===== src/rtl/ifetch_queue.sv =====
// Instruction fetch queue: issues word-aligned fetches and buffers in-order responses for decode.
// Latency: response -> inst_valid 1 cycle (0 cycles when IFQ_BYPASS_EN is defined and the queue is empty).
// Backpressure: fetches are credit-limited so count+pending never exceeds DEPTH; decode stalls via inst_ready.
// Optional feature macro: IFQ_BYPASS_EN (empty-queue response bypass to decode).
module ifetch_queue #(
    parameter int unsigned DEPTH    = 4,
    parameter logic [31:0] RESET_PC = 32'h0000_0000
) (
    input  logic        clk,
    input  logic        reset,
    output logic        imem_req_valid,
    input  logic        imem_req_ready,
    output logic [31:0] imem_req_addr,
    input  logic        imem_rsp_valid,
    input  logic [31:0] imem_rsp_data,
    input  logic        redirect_valid,
    input  logic [31:0] redirect_pc,
    output logic        inst_valid,
    input  logic        inst_ready,
    output logic [31:0] instruction,
    output logic [31:0] inst_pc
);

    localparam int CW = $clog2(DEPTH + 1);
    localparam int PW = $clog2(DEPTH);
    localparam logic [CW:0] LIMIT = (CW + 1)'(DEPTH);

    logic [31:0]   fetch_pc_q, fetch_pc_d;
    logic [31:0]   rsp_pc_q,   rsp_pc_d;
    logic [CW-1:0] count_q,    count_d;
    logic [CW-1:0] pending_q,  pending_d;
    logic [CW-1:0] drop_q,     drop_d;
    logic [PW-1:0] wr_ptr_q,   wr_ptr_d;
    logic [PW-1:0] rd_ptr_q,   rd_ptr_d;

    logic [31:0] pc_mem  [DEPTH];
    logic [31:0] ins_mem [DEPTH];

    logic [CW:0] occupancy;
    logic        credit_ok;
    logic        req_fire;
    logic        rsp_keep;
    logic        rsp_drop;
    logic        fifo_has;
    logic        bypass_vld;
    logic        pop_fire;
    logic        fifo_pop;
    logic        fifo_push;
    logic        unused_ok;

    // Low address bits of a redirect target are discarded by alignment.
    assign unused_ok = ^redirect_pc[1:0];

    // Fetch issue, response classification and decode-side handshake.
    always_comb begin
        occupancy      = {1'b0, count_q} + {1'b0, pending_q};
        credit_ok      = occupancy < LIMIT;
        imem_req_valid = !reset && !redirect_valid && credit_ok;
        imem_req_addr  = fetch_pc_q;
        req_fire       = imem_req_valid && imem_req_ready;

        // Responses in a redirect cycle are always stale; drop_q counts older stale ones.
        rsp_keep = imem_rsp_valid && !reset && !redirect_valid && (drop_q == '0);
        rsp_drop = imem_rsp_valid && !reset && !redirect_valid && (drop_q != '0);
        fifo_has = (count_q != '0);

`ifdef IFQ_BYPASS_EN
        bypass_vld = rsp_keep && !fifo_has;
`else
        bypass_vld = 1'b0;
`endif

        inst_valid  = !reset && !redirect_valid && (fifo_has || bypass_vld);
        instruction = 32'h0;
        inst_pc     = 32'h0;
        if (inst_valid) begin
            instruction = fifo_has ? ins_mem[rd_ptr_q] : imem_rsp_data;
            inst_pc     = fifo_has ? pc_mem[rd_ptr_q]  : rsp_pc_q;
        end

        pop_fire  = inst_valid && inst_ready;
        fifo_pop  = pop_fire && fifo_has;
        // A bypassed word consumed in its arrival cycle never occupies a slot.
        fifo_push = rsp_keep && !(bypass_vld && inst_ready);
    end

    // Next-state: redirect flushes the queue and converts in-flight requests into drops.
    always_comb begin
        fetch_pc_d = fetch_pc_q;
        rsp_pc_d   = rsp_pc_q;
        count_d    = count_q;
        pending_d  = pending_q;
        drop_d     = drop_q;
        wr_ptr_d   = wr_ptr_q;
        rd_ptr_d   = rd_ptr_q;
        if (redirect_valid) begin
            fetch_pc_d = {redirect_pc[31:2], 2'b00};
            rsp_pc_d   = {redirect_pc[31:2], 2'b00};
            count_d    = '0;
            pending_d  = '0;
            wr_ptr_d   = '0;
            rd_ptr_d   = '0;
            drop_d     = drop_q + pending_q - CW'(imem_rsp_valid);
        end else begin
            if (req_fire) begin
                fetch_pc_d = fetch_pc_q + 32'd4;
            end
            if (rsp_keep) begin
                rsp_pc_d = rsp_pc_q + 32'd4;
            end
            pending_d = pending_q + CW'(req_fire) - CW'(rsp_keep);
            drop_d    = drop_q - CW'(rsp_drop);
            count_d   = count_q + CW'(fifo_push) - CW'(fifo_pop);
            if (fifo_push) begin
                wr_ptr_d = wr_ptr_q + PW'(1);
            end
            if (fifo_pop) begin
                rd_ptr_d = rd_ptr_q + PW'(1);
            end
        end
    end

    // Control state registers with asynchronous reset.
    always_ff @(posedge clk or posedge reset) begin
        if (reset) begin
            fetch_pc_q <= RESET_PC;
            rsp_pc_q   <= RESET_PC;
            count_q    <= '0;
            pending_q  <= '0;
            drop_q     <= '0;
            wr_ptr_q   <= '0;
            rd_ptr_q   <= '0;
        end else begin
            fetch_pc_q <= fetch_pc_d;
            rsp_pc_q   <= rsp_pc_d;
            count_q    <= count_d;
            pending_q  <= pending_d;
            drop_q     <= drop_d;
            wr_ptr_q   <= wr_ptr_d;
            rd_ptr_q   <= rd_ptr_d;
        end
    end

    // Queue storage; contents are only observed while count_q says they are valid.
    always_ff @(posedge clk) begin
        if (fifo_push && !reset) begin
            pc_mem[wr_ptr_q]  <= rsp_pc_q;
            ins_mem[wr_ptr_q] <= imem_rsp_data;
        end
    end

endmodule


===== config.mk =====
export PLATFORM = sky130hd
export DESIGN_NAME = ifetch_queue
export DESIGN_NICKNAME = d
export VERILOG_FILES = /design/src/rtl/ifetch_queue.sv
export SDC_FILE = /design/constraint.sdc
export NUM_CORES = 1
export LEC_CHECK = 0
export ABC_AREA = 0
export BUFFER_PORTS_ARGS = -buffer_cell sky130_fd_sc_hd__clkbuf_2
export CAP_MARGIN = 20
export CORE_UTILIZATION = 24
export CTS_CLUSTER_DIAMETER = 40
export DETAILED_ROUTE_END_ITERATION = 12
export GPL_ROUTABILITY_DRIVEN = 0
export GPL_TIMING_DRIVEN = 0
export PLACE_DENSITY = 0.49
export SKIP_LAST_GASP = 1
export SYNTH_ARGS = -nofsm -noshare
export SYNTH_HDL_FRONTEND = slang
export SYNTH_SLANG_ARGS = --single-unit

===== constraint.sdc =====
create_clock -name clk -period 5 [get_ports clk]
set_input_delay 0.5 -clock clk [delete_from_list [all_inputs] [get_ports clk]]
set_output_delay 0.5 -clock clk [all_outputs]
set_load 0.05 [all_outputs]

**After elaboration in Yosys (flattened, before gate mapping)**

Memory sizes are Yosys's and may differ from the RTL's.
Index checks and enable logic that the tools add are counted.

- Register bits after elaboration: 77
- Memories: 2
- Input bits: 70
- RAM bits: 256

Memories:

| memory | words | width | rd ports | clocked after Yosys merged registers in | write ports | line | text |
|---|---|---|---|---|---|---|---|
| ins_mem | 4 | 32 | 1 | 0 | 1 | 37 | `logic [31:0] ins_mem [DEPTH];` |
| pc_mem | 4 | 32 | 1 | 0 | 1 | 36 | `logic [31:0] pc_mem [DEPTH];` |

- Add/subtract/negate cells: 12
- Mux-type cells: 17
- Magnitude comparators: 1
- Reductions and logical operators: 19

Operators by type and width:

| cell | number |
|---|---|
| $mux 32 | 8 |
| $add 32x3->32 const B | 2 |
| $sub 3x1->3 | 4 |
| $logic_and 1x1->1 | 11 |
| $mux 3 | 3 |
| $mux 2 | 4 |
| $add 3x1->3 | 2 |
| $reduce_bool 2->1 | 3 |
| $reduce_bool 3->1 | 2 |
| $add 2x1->2 const B | 2 |
| $add 3x3->4 | 1 |
| $lt 4x3->1 const B | 1 |
| $add 3x3->3 | 1 |
| $logic_not 3->1 | 1 |
| $logic_not 1->1 | 2 |
| $mux 1 | 2 |

**Depth between registers and ports, before layout**

- Depth after elaboration: 7
- Mapped depth: 12
- Gate-level depth less buffers: 11

**Worst setup path before layout**

No wires, ideal clock.

- Path type: in2reg
- Start: input port redirect_valid
- End: memory ins_mem[0][0] (enable)
- Slack: 1.652 ns
- Stages on the path: 6
- Data required time: 4.574 ns
- Buffers on the path: 2
- Arrival time: 2.922 ns
- Cell sequence: nor2_1 > nand3_1 > inv_1 > clkbuf_1 > buf_1 > and2_1

- Word-level cells in the longest chain between the ends: 6

Ends and longest elaborated chain:

| item | line | text |
|---|---|---|
| from (decl) | 16 | `input logic redirect_valid,` |
| $logic_not 1->1 | 63 | `rsp_keep = imem_rsp_valid && !reset && !redirect_valid && (drop_q == '0);` |
| $logic_and 1x1->1 (2 in a row) | 63 |  |
| $logic_and 1x1->1 | 146 | `if (fifo_push && !reset) begin` |
| $mux 1 | 146 |  |
| $mux 1 (not written as such) | 148 | `ins_mem[wr_ptr_q] <= imem_rsp_data;` |
| to (decl) | 37 |  |

No other way between the ends.

**Worst setup path after layout**

- Start: input port reset
- End: output port instruction[20]

- Word-level cells in the longest chain between the ends: 4

Ends and longest elaborated chain:

| item | line | text |
|---|---|---|
| from (decl) | 10 | `input logic reset,` |
| $logic_not 1->1 | 73 | `inst_valid = !reset && !redirect_valid && (fifo_has \|\| bypass_vld);` |
| $logic_and 1x1->1 (2 in a row) | 73 |  |
| $mux 32 | 76 | `if (inst_valid) begin` |
| to (decl) | 20 | `output logic [31:0] instruction,` |

No other way between the ends.

==> qor.yml <==
run_status:
  status: "finished, final reports clean"
grt:
  antenna_found_initial: 1
  gr-total-overflow: 0
  grt_pass1_vias: 8785
  grt.total_usage_pct: 12.8
  grt_max_degree: 65
  grt_first_pass_wirelength_um: 55000
power:
  combPwrFrac_pct: 7.3
  p_per_area_nw_per_um2: 427
  leakage_nw: 6.27
  worst_ir_drop_vdd_uv: 245
  switching_power_mw: 1.95
  swShare_pct: 26.2
  power_frac_seq_pct: 41.7
  clkPwrFrac_pct: 50.9
  p_int_mw: 5.50
die:
  rows: 87
  ios: 168
  start_util_pct: 24.2
  fp.dieH_um: 240
  core_area_sq_um: 56300
  fp.dieW_um: 240
  die_area_sq_um: 57800
yosys:
  ys_warn_count: 0
  synth_cell_types: 45
  synthFlopType: "edfxtp_1"
  syn_avg_cell_area_sq_um: 15.5
  netlist_area_sq_um: 13600
  synth_seq_cells: 321
  synth-edff-count: 248
  yosysSeqAreaShare_pct: 68.0
  async_flop_share_pct: 22.7
  synthCells: 879
timing:
  fmax_ghz: 0.270
  period_share_pct: 74.1
  finalHoldViolCount: 0
  setup_viol: 0
  skew_ps: 28.3
  period_needed_ps: 3710
  rsz0062_at_grt: "no"
  fin_hold_ws_ps: 115
  maxSlewViolCount: 0
  slew_headroom_pct: 40.4
  worstMarginPinSlew_ps: 887
clock_tree:
  htreeDepth: 2
  root_buffer: "clkbuf_16"
  cts_tree: "yes"
  clock_latency_ps: 610
  cts.path.max_buffers: 3
  ctsResizeCount: 0
  cts_buffers: 54
  hold_buffers: 1
  post_cts_buffers: 0
  clk_pin_slew_ps: 60
  clock_sinks: 321
cells_and_area:
  num_antenna_cells: 0
  fin_nets: 1195
  stdcell_count: 1907
  syn2layout_area_growth_pct: 27.9
  fin_util_pct: 31.0
  num-fill-cells: 5669
  drive_gt1_share_pct: 30.8
critical_path:
  path_max_fanout: 10
  worstPathArrival_ps: 3210
  cp-end-kind: "output port"
  cp_cell_sequence: "dlygate4sd3_1 -> clkbuf_2 -> nor2_1 -> o31a_1 -> clkbuf_1 -> clkbuf_1 -> and2_1 -> clkbuf_2"
  slowest_stage: "dlygate4sd3_1"
  cp_slowest_stage_delay_ps: 530
  setup.worst_path.start_class: "input port"
  rrSetupSlack_ps: 1320
  crit_family: "buffers and inverters"
  critPathBufInv: 5
  required_ps: 4500
  setup.worst_path.class: "input port to output port"
drt:
  first_pass_iters: 5
  vias_per_cell: 4.51
  wl_um: 36300
  vias: 8602
  ant_nets: 0
  drc: 0
  drt_iter0_drc: 487
  routedWlPerCell_um: 19.0
place:
  post-dp-hpwl_um: 24500
  dp_cells: 1804
  numPortBuffers: 161
hold_path:
  hp-class: "input port to flip-flop"
flow_run:
  drv_cap: 0
==> cells by family (layout without fill, tap and decap cells) <==
family	Yosys count	count (layout)	share of synthesized area, %
AO/OA/AOI/OAI	104	104	5.13
XOR/XNOR	24	24	1.54
adder cells (fa/ha/maj)	20	20	2.00
buffers and inverters	67	336	2.03
flip-flops	321	321	68.0
multiplexers	64	64	10.4
other	1	4	0.0275
AND/OR/NAND/NOR	278	278	10.9
==> registers in the layout (all words and copies together) (netlist names), 3 cells and up <==
register / flops
pending_q: 3
imem_req_addr: 30
count_q: 3
rsp_pc_q: 30
pc_mem: 120
drop_q: 3
ins_mem: 128
==> synth_stat cells, types with 3 or more instances <==
cell type  count  area share (%)
or4_1          4            0.22
mux4_2        62              10
and3_1         7            0.32
nor4_1         4            0.18
clkbuf_1      31            0.85
xnor2_1        7            0.45
nand4_1       26             1.2
a31oi_1        6            0.28
buf_2          8            0.29
ha_1          17             1.6
edfxtp_1     248              55
nor3_1        12            0.44
dfrtp_1       73              13
xor2_1        17             1.1
inv_1         21            0.58
a31o_2         3            0.19
nand2_1       63             1.7
o21ai_0       35             1.3
or3_1          6            0.28
fa_1           3            0.44
a21oi_1        8            0.29
nand3_1       43             1.6
and2_1        73             3.3
buf_4          4            0.22
o311ai_0      19             1.2
a41oi_1        3            0.19
nor2_1        30            0.83
o211ai_1      22             1.2
==> power by group through the flow <==
stage	Sequential, mW	Combinational (mW)	Clock (mW)
after floorplan	3.20	0.292	0
after global placement	3.15	0.540	0
after detailed placement	3.16	0.554	0
after CTS	3.11	0.556	3.89
after global routing	3.12	0.605	4.01
final	3.11	0.545	3.79
==> area by class of cell <==
class                      instances  area (sq um)  area share (%)
sequential                       321          9270            53.2
multi-input combinational        494          4110            23.5
clock buffer                      57          1370            7.87
timing repair buffer             167           946            5.42
tap                              756           946            5.42
clock inverter                    45           514            2.95
buffer                            45           194            1.11
inverter                          22          85.1           0.488
==> per-stage QoR <==
step / TNS, ps / total power [mW] / area (sq um) / setup WS (ps)
2_1_floorplan: 0 / 3.50 / 13600 / 1650
4_1_cts: 0 / 7.55 / 17400 / 1170
3_3_place_gp: -140910 / 3.69 / 15400 / -592
5_1_grt: 0 / 7.74 / 17400 / 1020
3_5_place_dp: 0 / 3.71 / 15500 / 1330
6_report: 0 / 7.45 / 17400 / 1290
==> cells in the final DEF (no fill, tap or decap), types with 7 or more instances in the layout <==
cell type,synthesis,routed
ha_1,17,17
nor2_1,30,30
o21ai_0,35,35
nand2_1,63,63
xnor2_1,7,7
and2_1,73,69
clkbuf_1,31,33
clkbuf_2,0,161
mux4_2,62,62
nand4_1,26,26
inv_1,21,20
dfrtp_1,73,73
inv_6,0,19
nor3_1,12,12
clkinv_4,0,7
xor2_1,17,17
nand3_1,43,43
and3_1,7,7
o211ai_1,22,22
o311ai_0,19,19
edfxtp_1,248,248
buf_2,8,8
a21oi_1,8,8
clkbuf_16,0,54
==> worst reg2reg max path, stage by stage (launching register included) <==
cell	delay, ps
dfrtp_1	430
ha_1	320
or4_4	570
nor4b_4	610
inv_2	240
buf_2	270
ha_1	290
inv_1	60
ha_1	130
inv_1	50
fa_1	370
xnor2_1	160
nor2_1	50
==> path summary, 6_finish.rpt <==
check	start	to	depth (start not counted)
worst max-delay path	reset	instruction[20]	8
worst min-delay path	imem_rsp_data[16]	ins_mem[0][16]	1
worst max register to register	count_q[2]	pending_q[2]	12
worst min register to register	drop_q[2]	drop_q[2]	1
max in group asynchronous	reset	rsp_pc_q[26]	4
min in group asynchronous	reset	pending_q[0]	3
==> layer usage <==
layer,track usage (%),vias up,wire [um]
met5,0,-,13
met4,4.00,2,723
met3,3.15,56,2450
met2,20.4,297,17000
met1,17.0,4349,16100
li1,-,3898,-
(Power assumes the default switching activity.)
